==> config.mk <==
export PLATFORM = sky130hd
export DESIGN_NAME = map_dia_pipe
export DESIGN_NICKNAME = d
export VERILOG_FILES = /design/src/rtl/map_dia_pipe.sv
export SDC_FILE = /design/constraint.sdc
export NUM_CORES = 1
export LEC_CHECK = 0
export BUFFER_PORTS_ARGS = -buffer_cell sky130_fd_sc_hd__buf_2
export CAP_MARGIN = 20
export CORE_MARGIN = 2
export CORE_UTILIZATION = 55
export DETAILED_ROUTE_END_ITERATION = 8
export PLACE_DENSITY = 0.89
export SETUP_SLACK_MARGIN = 0.3
export SLEW_MARGIN = 20
export SYNTH_ARGS = -nofsm -noshare
export SYNTH_HDL_FRONTEND = slang
export SYNTH_SLANG_ARGS = --single-unit
==> constraint.sdc <==
create_clock -name CLK -period 5.56 [get_ports CLK]
set_input_delay 0.278 -clock CLK [delete_from_list [all_inputs] [get_ports CLK]]
set_output_delay 0.278 -clock CLK [all_outputs]
set_load 0.05 [all_outputs]
==> src/rtl/map_dia_pipe.sv <==
// Multi-channel shift-and-add mapper: all channels are consumed together, their
// shifted sum is registered, then queued in a 2-deep FIFO toward the output.
module map_dia_pipe #(
    parameter int               NCH  = 3,
    parameter int               W    = 16,
    parameter int               OUTW = 16,
    parameter logic [NCH*5-1:0] SH   = {5'd7, 5'd5, 5'd2},
    parameter bit               SAT  = 1'b0
) (
    input  logic              CLK,
    input  logic              RESET,
    input  logic [NCH-1:0]    In_SEND,
    input  logic [NCH*W-1:0]  In_DATA,
    input  logic [NCH*16-1:0] In_COUNT,
    output logic [NCH-1:0]    In_ACK,
    input  logic              Out_RDY,
    input  logic              Out_ACK,
    output logic              Out_SEND,
    output logic [OUTW-1:0]   Out_DATA,
    output logic [15:0]       Out_COUNT,
    input  logic              CLR,
    output logic [31:0]       FIRED,
    output logic              SAT_FLAG
);

    function automatic int max_sh();
        int m;
        m = 0;
        for (int i = 0; i < NCH; i++) begin
            if (int'(SH[5*i +: 5]) > m) m = int'(SH[5*i +: 5]);
        end
        return m;
    endfunction

    localparam int SW = W + max_sh() + $clog2(NCH);

    logic [SW-1:0]   sum;
    logic [SW-1:0]   s1_q;
    logic            s1_valid_q;
    logic [OUTW-1:0] mem_q [2];
    logic            wr_q, rd_q;
    logic [1:0]      cnt_q, cnt_d;
    logic [31:0]     fired_q, fired_d;
    logic            sat_flag_q, sat_flag_d;
    logic [1:0]      inflight;
    logic            push, pop, fire, ovf;
    logic [OUTW-1:0] res;
    logic            unused_ok;

    always_comb begin
        sum = '0;
        for (int i = 0; i < NCH; i++) begin
            sum = sum + (SW'(In_DATA[W*i +: W]) << SH[5*i +: 5]);
        end
    end

    // Overflow means any sum bit at or above OUTW is set.
    if (SW > OUTW) begin : g_wide
        assign ovf = |s1_q[SW-1:OUTW];
        assign res = (SAT && ovf) ? {OUTW{1'b1}} : s1_q[OUTW-1:0];
    end else begin : g_narrow
        assign ovf = 1'b0;
        assign res = OUTW'(s1_q);
    end

    assign push     = s1_valid_q;
    assign pop      = !RESET && (cnt_q != 2'd0) && Out_RDY;
    assign inflight = {1'b0, s1_valid_q} + cnt_q;
    // Capping inflight at 2 keeps the unconditional S1->FIFO push from overflowing.
    assign fire     = !RESET && (&In_SEND) && ((inflight < 2'd2) || pop);

    assign In_ACK    = {NCH{fire}};
    assign Out_SEND  = pop;
    assign Out_DATA  = (cnt_q != 2'd0) ? mem_q[rd_q] : '0;
    assign Out_COUNT = 16'h1;
    assign FIRED     = fired_q;
    assign SAT_FLAG  = sat_flag_q;
    assign unused_ok = ^{In_COUNT, Out_ACK};

    always_comb begin
        cnt_d      = cnt_q;
        fired_d    = fired_q;
        sat_flag_d = sat_flag_q;
        if (push && !pop)      cnt_d = cnt_q + 2'd1;
        else if (!push && pop) cnt_d = cnt_q - 2'd1;
        if (CLR) begin
            fired_d    = '0;
            sat_flag_d = 1'b0;
        end else begin
            if (fire)        fired_d    = fired_q + 32'd1;
            if (push && ovf) sat_flag_d = 1'b1;
        end
    end

    always_ff @(posedge CLK or posedge RESET) begin
        if (RESET) begin
            s1_valid_q <= 1'b0;
            s1_q       <= '0;
            wr_q       <= 1'b0;
            rd_q       <= 1'b0;
            cnt_q      <= 2'd0;
            fired_q    <= '0;
            sat_flag_q <= 1'b0;
        end else begin
            s1_valid_q <= fire;
            if (fire) s1_q <= sum;
            if (push) wr_q <= ~wr_q;
            if (pop)  rd_q <= ~rd_q;
            cnt_q      <= cnt_d;
            fired_q    <= fired_d;
            sat_flag_q <= sat_flag_d;
        end
    end

    always_ff @(posedge CLK) begin
        if (push) mem_q[wr_q] <= res;
    end

endmodule

======== Yosys cells after proc, flatten, opt, wreduce, memory -nomap -nowiden ========
Memory sizes are Yosys's and may differ from the RTL's.
Cells that the tools add are included.
storage, ports and cells
  register bits ........................... 63
  memory bits (writable) .................. 32
  bits of input ports ..................... 104
  output and inout bits ................... 69
  word-level logic and storage cells ...... 43
  memories kept ........................... 1
operators by class
  $add $sub $neg .......................... 6
  $lt $le $gt $ge ......................... 1
  multiplexer cells ....................... 9
  bitwise gates (word level) .............. 2
  reductions and logical operators ........ 17
memories
  name   depth  width  rd ports  clocked after memory_dff  wr ports  line  source
  mem_q  2      16     1         0                         1         40    logic [OUTW-1:0] mem_q [2];
operators by type and width
  kind                   number
  $mux 32                2
  $add 32x1->32 const B  1
  $add 22x23->24         1
  $add 18x21->22         1
  $mux 16                1
  $reduce_or 9->1        1
  $reduce_bool 2->1      4
  $logic_and 1x1->1      7
  $mux 1                 4
  $mux 2                 2
  $logic_not 1->1        3
  $reduce_and 3->1       1
  $add 1x2->2            1
  $add 2x1->2 const B    1
  $lt 2x2->1 const B     1
  $not 1->1              2
  $sub 2x1->2 const B    1
  $logic_or 1x1->1       1

======== Depth between registers and ports, before layout ========
  depth in word-level cells ............... 7
  mapped depth ............................ 10
  gate-level depth less buffers ........... 10

======== Worst setup path before layout ========
OpenSTA, ideal clock, no wires.
  path type ............................... input to output
  from .................................... input port RESET
  to ...................................... output port In_ACK[0]
  arrival time ............................ 3.061 ns
  required time ........................... 5.282 ns
  slack ................................... 2.221 ns
  stages on the path ...................... 7
  buffers on the path ..................... 3
  cells stage by stage .................... inv_1 -> and4_1 -> o21ai_0 -> inv_1 -> clkbuf_1 -> clkbuf_1 -> buf_4
between the ends
  cells in the longest elaborated chain, start to end .. 5
  elaborated cells between the ends (all ways) .. 6
  those cells by class .................... reduce/logical (6)
ends and longest elaborated chain
  what                             line  source
  start: declaration               11    input logic RESET,
  $logic_not 1->1 (no line) (*)    -
  $logic_and 1x1->1 (2 in series)  67    assign pop = !RESET && (cnt_q != 2'd0) && Out_RDY;
  $logic_or 1x1->1                 70    assign fire = !RESET && (&In_SEND) && ((inflight < 2'd2) || pop);
  $logic_and 1x1->1 (*)            70
  end: declaration                 15    output logic [NCH-1:0] In_ACK,
Mark *: on every way between the ends. The rest lies on a longest branch, timed or not.

======== Final worst setup path ========
Same ends and word-level chain as after synthesis.

==> results.toml <==
[status]
outcome = "finished clean"

[sta]
setup_violations = 0
setup_tns_ns = 0
relSlewSlack_pct = 33.7
slew_violations = 0
fin_crit_sh_pct = 53.0
hold_viol = 0
fmax_mhz = 339
rsz0062_at_grt = "no"
tightest_slew_ns = 0.991
timing.clock.skew_ns = 0.0131
period_minus_slack_ns = 2.95

[power]
swShare_pct = 39.1
power.switching_uw = 784
comb_power_share_pct = 33.5
cellInternalPower_mw = 1.22
cellPowerDensity_mw_per_mm2 = 345
clkPwrFrac_pct = 22.5
p_seq_share_pct = 44.0
total_power_mw = 2.00
peakVddDrop_mv = 0.169
cellLeakagePower_nw = 2.75

[grt]
grt_pass1_wl_mm = 17.5
grt_max_degree = 62
overflow = 0
antenna_found_initial = 0
grt_pass1_vias = 3680
grt_usage_pct = 21.6

[floorplanning]
die_w_um = 100
die_y_um = 100
num_rows = 35
coreArea_sq_mm = 0.00906
start_util_pct = 55.9
die-area_sq_mm = 0.0100
io_pins = 173

[worst_setup_path]
cp-start-kind = "input port"
crit_slowest_cell = "buf_4"
cp-end-kind = "primary output"
crit-reg2reg-launch = "push"
critPathTopFamily = "buffers and inverters"
crit_type = "input port to primary output"
slowest_delay_ns = 0.60
crit_chain = "buf_2 > inv_2 > buf_4 > and4_1 > o21ai_4 > buf_4 > inv_1 > buf_4 > buf_2"
cp.required_ns = 5.28
crit_fanout = 61
cp-startpoint = "RESET"
path_buf_inv = 7
path_common_cell = "buf_4"
worst-endpoint-arrival_ns = 2.67
r2r_slack_ns = 2.88

[synth]
synth_edf_count = 28
synth_ff_type = "dfrtp_1"
ys_seq_elements = 88
ys_warn_count = 0
syn_inst = 493
ys_seq_area_share_pct = 46.2
synth.distinct_cells = 54
synth_area_per_cell_sq_um = 10.3
netlist_area_sq_mm = 0.00507
async_flop_share_pct = 68.2

[final_layout]
layout_common_cells = "buf_2, dfrtp_1, nor2_1"
multi_input_area_sq_mm = 0.00251
areaGrowthSynthToFinish_pct = 14.5
layout_commonest_cell = "buf_2"
drive_gt1_share_pct = 22.2
num-fill-cells = 730
antenna_cells = 0
regArea_sq_mm = 0.00234
final_nets = 728

[clocking]
cts_setup_buffers = 0
cts_sinks = 88
cts_tree = "done"
cts_made_buffers = 9
htreeDepth = 3
ctsResizeCount = 0
path_clk_slew_ns = 0.09
clk_latency_ns = 0.36
cts_buffer_depth = 2
holdBufCountCts = 0
clockRootBuffer = "clkbuf_8"

[detailed_routing]
drt-pass1-iter-count = 4
detail_route.wl_per_cell_um = 14.9
via_per_inst = 5.62
drt-initial-drc-count = 219
drcViolationCount = 0
postRouteAntennaNets = 0
wirelength_mm = 10.5
vias = 3962

[flow_run]
maxCapViolations = 0

[placed_design]
place_congestion = 0.820
port_buffers = 105
dp_hpwl_mm = 7.68

[worst_hold_path]
hold_class = "input port to flip-flop"
min_from = "In_DATA[0]"
## metrics by stage
stage	hold slack, ns	util [%]	std cells	area (sq um)	worst slack (ns)
after floorplan	0.383	-	509	5130	2.22
after global placement	0.447	61.8	689	5600	2.37
after detailed placement	0.459	61.8	689	5600	2.24
after CTS	0.111	64.0	705	5800	2.54
after global routing	0.114	64.0	705	5800	2.34
final	0.123	64.0	705	5800	2.61
## kinds of logic after synthesis
kind of cell / count (synthesis) / share of synthesized area (%)
simple gates: 185 / 18.9
buf+inv: 53 / 5.53
compound gates: 81 / 9.83
other cells: 2 / 0.148
xor+xnor: 33 / 5.70
flops: 88 / 46.2
fa+ha+maj: 35 / 10.4
mux: 16 / 3.21
## Yosys cell counts, types with 4 or more instances
| master | instances | area, sq um |
|---|---|---|
| a211oi_1 | 4 | 30.0 |
| a21o_1 | 8 | 60.1 |
| a21oi_1 | 23 | 115 |
| and2_1 | 4 | 25.0 |
| and3_1 | 5 | 31.3 |
| and4_1 | 4 | 35.0 |
| buf_4 | 21 | 158 |
| clkbuf_1 | 15 | 56.3 |
| dfrtp_1 | 60 | 1500 |
| edfxtp_1 | 28 | 841 |
| fa_1 | 12 | 240 |
| ha_1 | 23 | 288 |
| inv_1 | 13 | 48.8 |
| mux2i_1 | 14 | 140 |
| nand2_1 | 47 | 176 |
| nand3_1 | 19 | 95.1 |
| nand4_1 | 17 | 106 |
| nor2_1 | 48 | 180 |
| nor3_1 | 8 | 40.0 |
| nor4_1 | 4 | 25.0 |
| o21a_1 | 4 | 30.0 |
| o21ai_0 | 24 | 120 |
| o31ai_1 | 4 | 30.0 |
| or3_1 | 11 | 68.8 |
| xnor2_1 | 11 | 96.3 |
| xor2_1 | 22 | 193 |
## tightest hold or removal path: cells and delay by family
kind | cells | cell delay, ns
buffers and inverters | 1 | 0.08
AND/OR/NAND/NOR | 2 | 0.10
## per-layer routing
layer	part of all wire [%]	vias to the layer above	GRT usage, %	wire length [um]
li1	-	1908	-	-
met1	43	1917	28.9	4560
met2	51	127	36.5	5360
met3	4.8	10	3.62	507
met5	0	-	0	0
met4	0.95	0	6.32	100
## final cells by class
cell class                 count  share of cell area, %
multi-input combinational    368                   43.3
tap                          111                   2.39
timing repair buffer         109                   9.57
sequential                    88                   40.4
clock inverter                 7                   1.36
clock buffer                   9                   2.13
inverter                      13                  0.841
## power groups by stage
stage / Clock, mW / Combinational (mW) / Sequential (mW)
after global routing: 0.483 / 0.736 / 0.895
after CTS: 0.456 / 0.676 / 0.880
final: 0.450 / 0.672 / 0.880
after floorplan: 0 / 0.561 / 0.848
after detailed placement: 0 / 0.674 / 0.894
after global placement: 0 / 0.653 / 0.883
## state kept, by name, summed over array words and instances (netlist names)
| register | count |
|---|---|
| FIRED | 32 |
| mem_q | 28 |
| s1_q | 22 |
| cnt_q | 2 |
| SAT_FLAG | 1 |
| push | 1 |
| rd_q | 1 |
| wr_q | 1 |
## worst paths after layout
check                               endpoint  cells after the start
worst max-delay path               In_ACK[0]                      9
worst min-delay path                 s1_q[2]                      3
worst max register to register     FIRED[28]                      9
worst min register to register  mem_q[1][11]                      0
max in group asynchronous           s1_q[12]                      3
min in group asynchronous               rd_q                      3
Note: power is estimated with default switching activity, not from simulation.
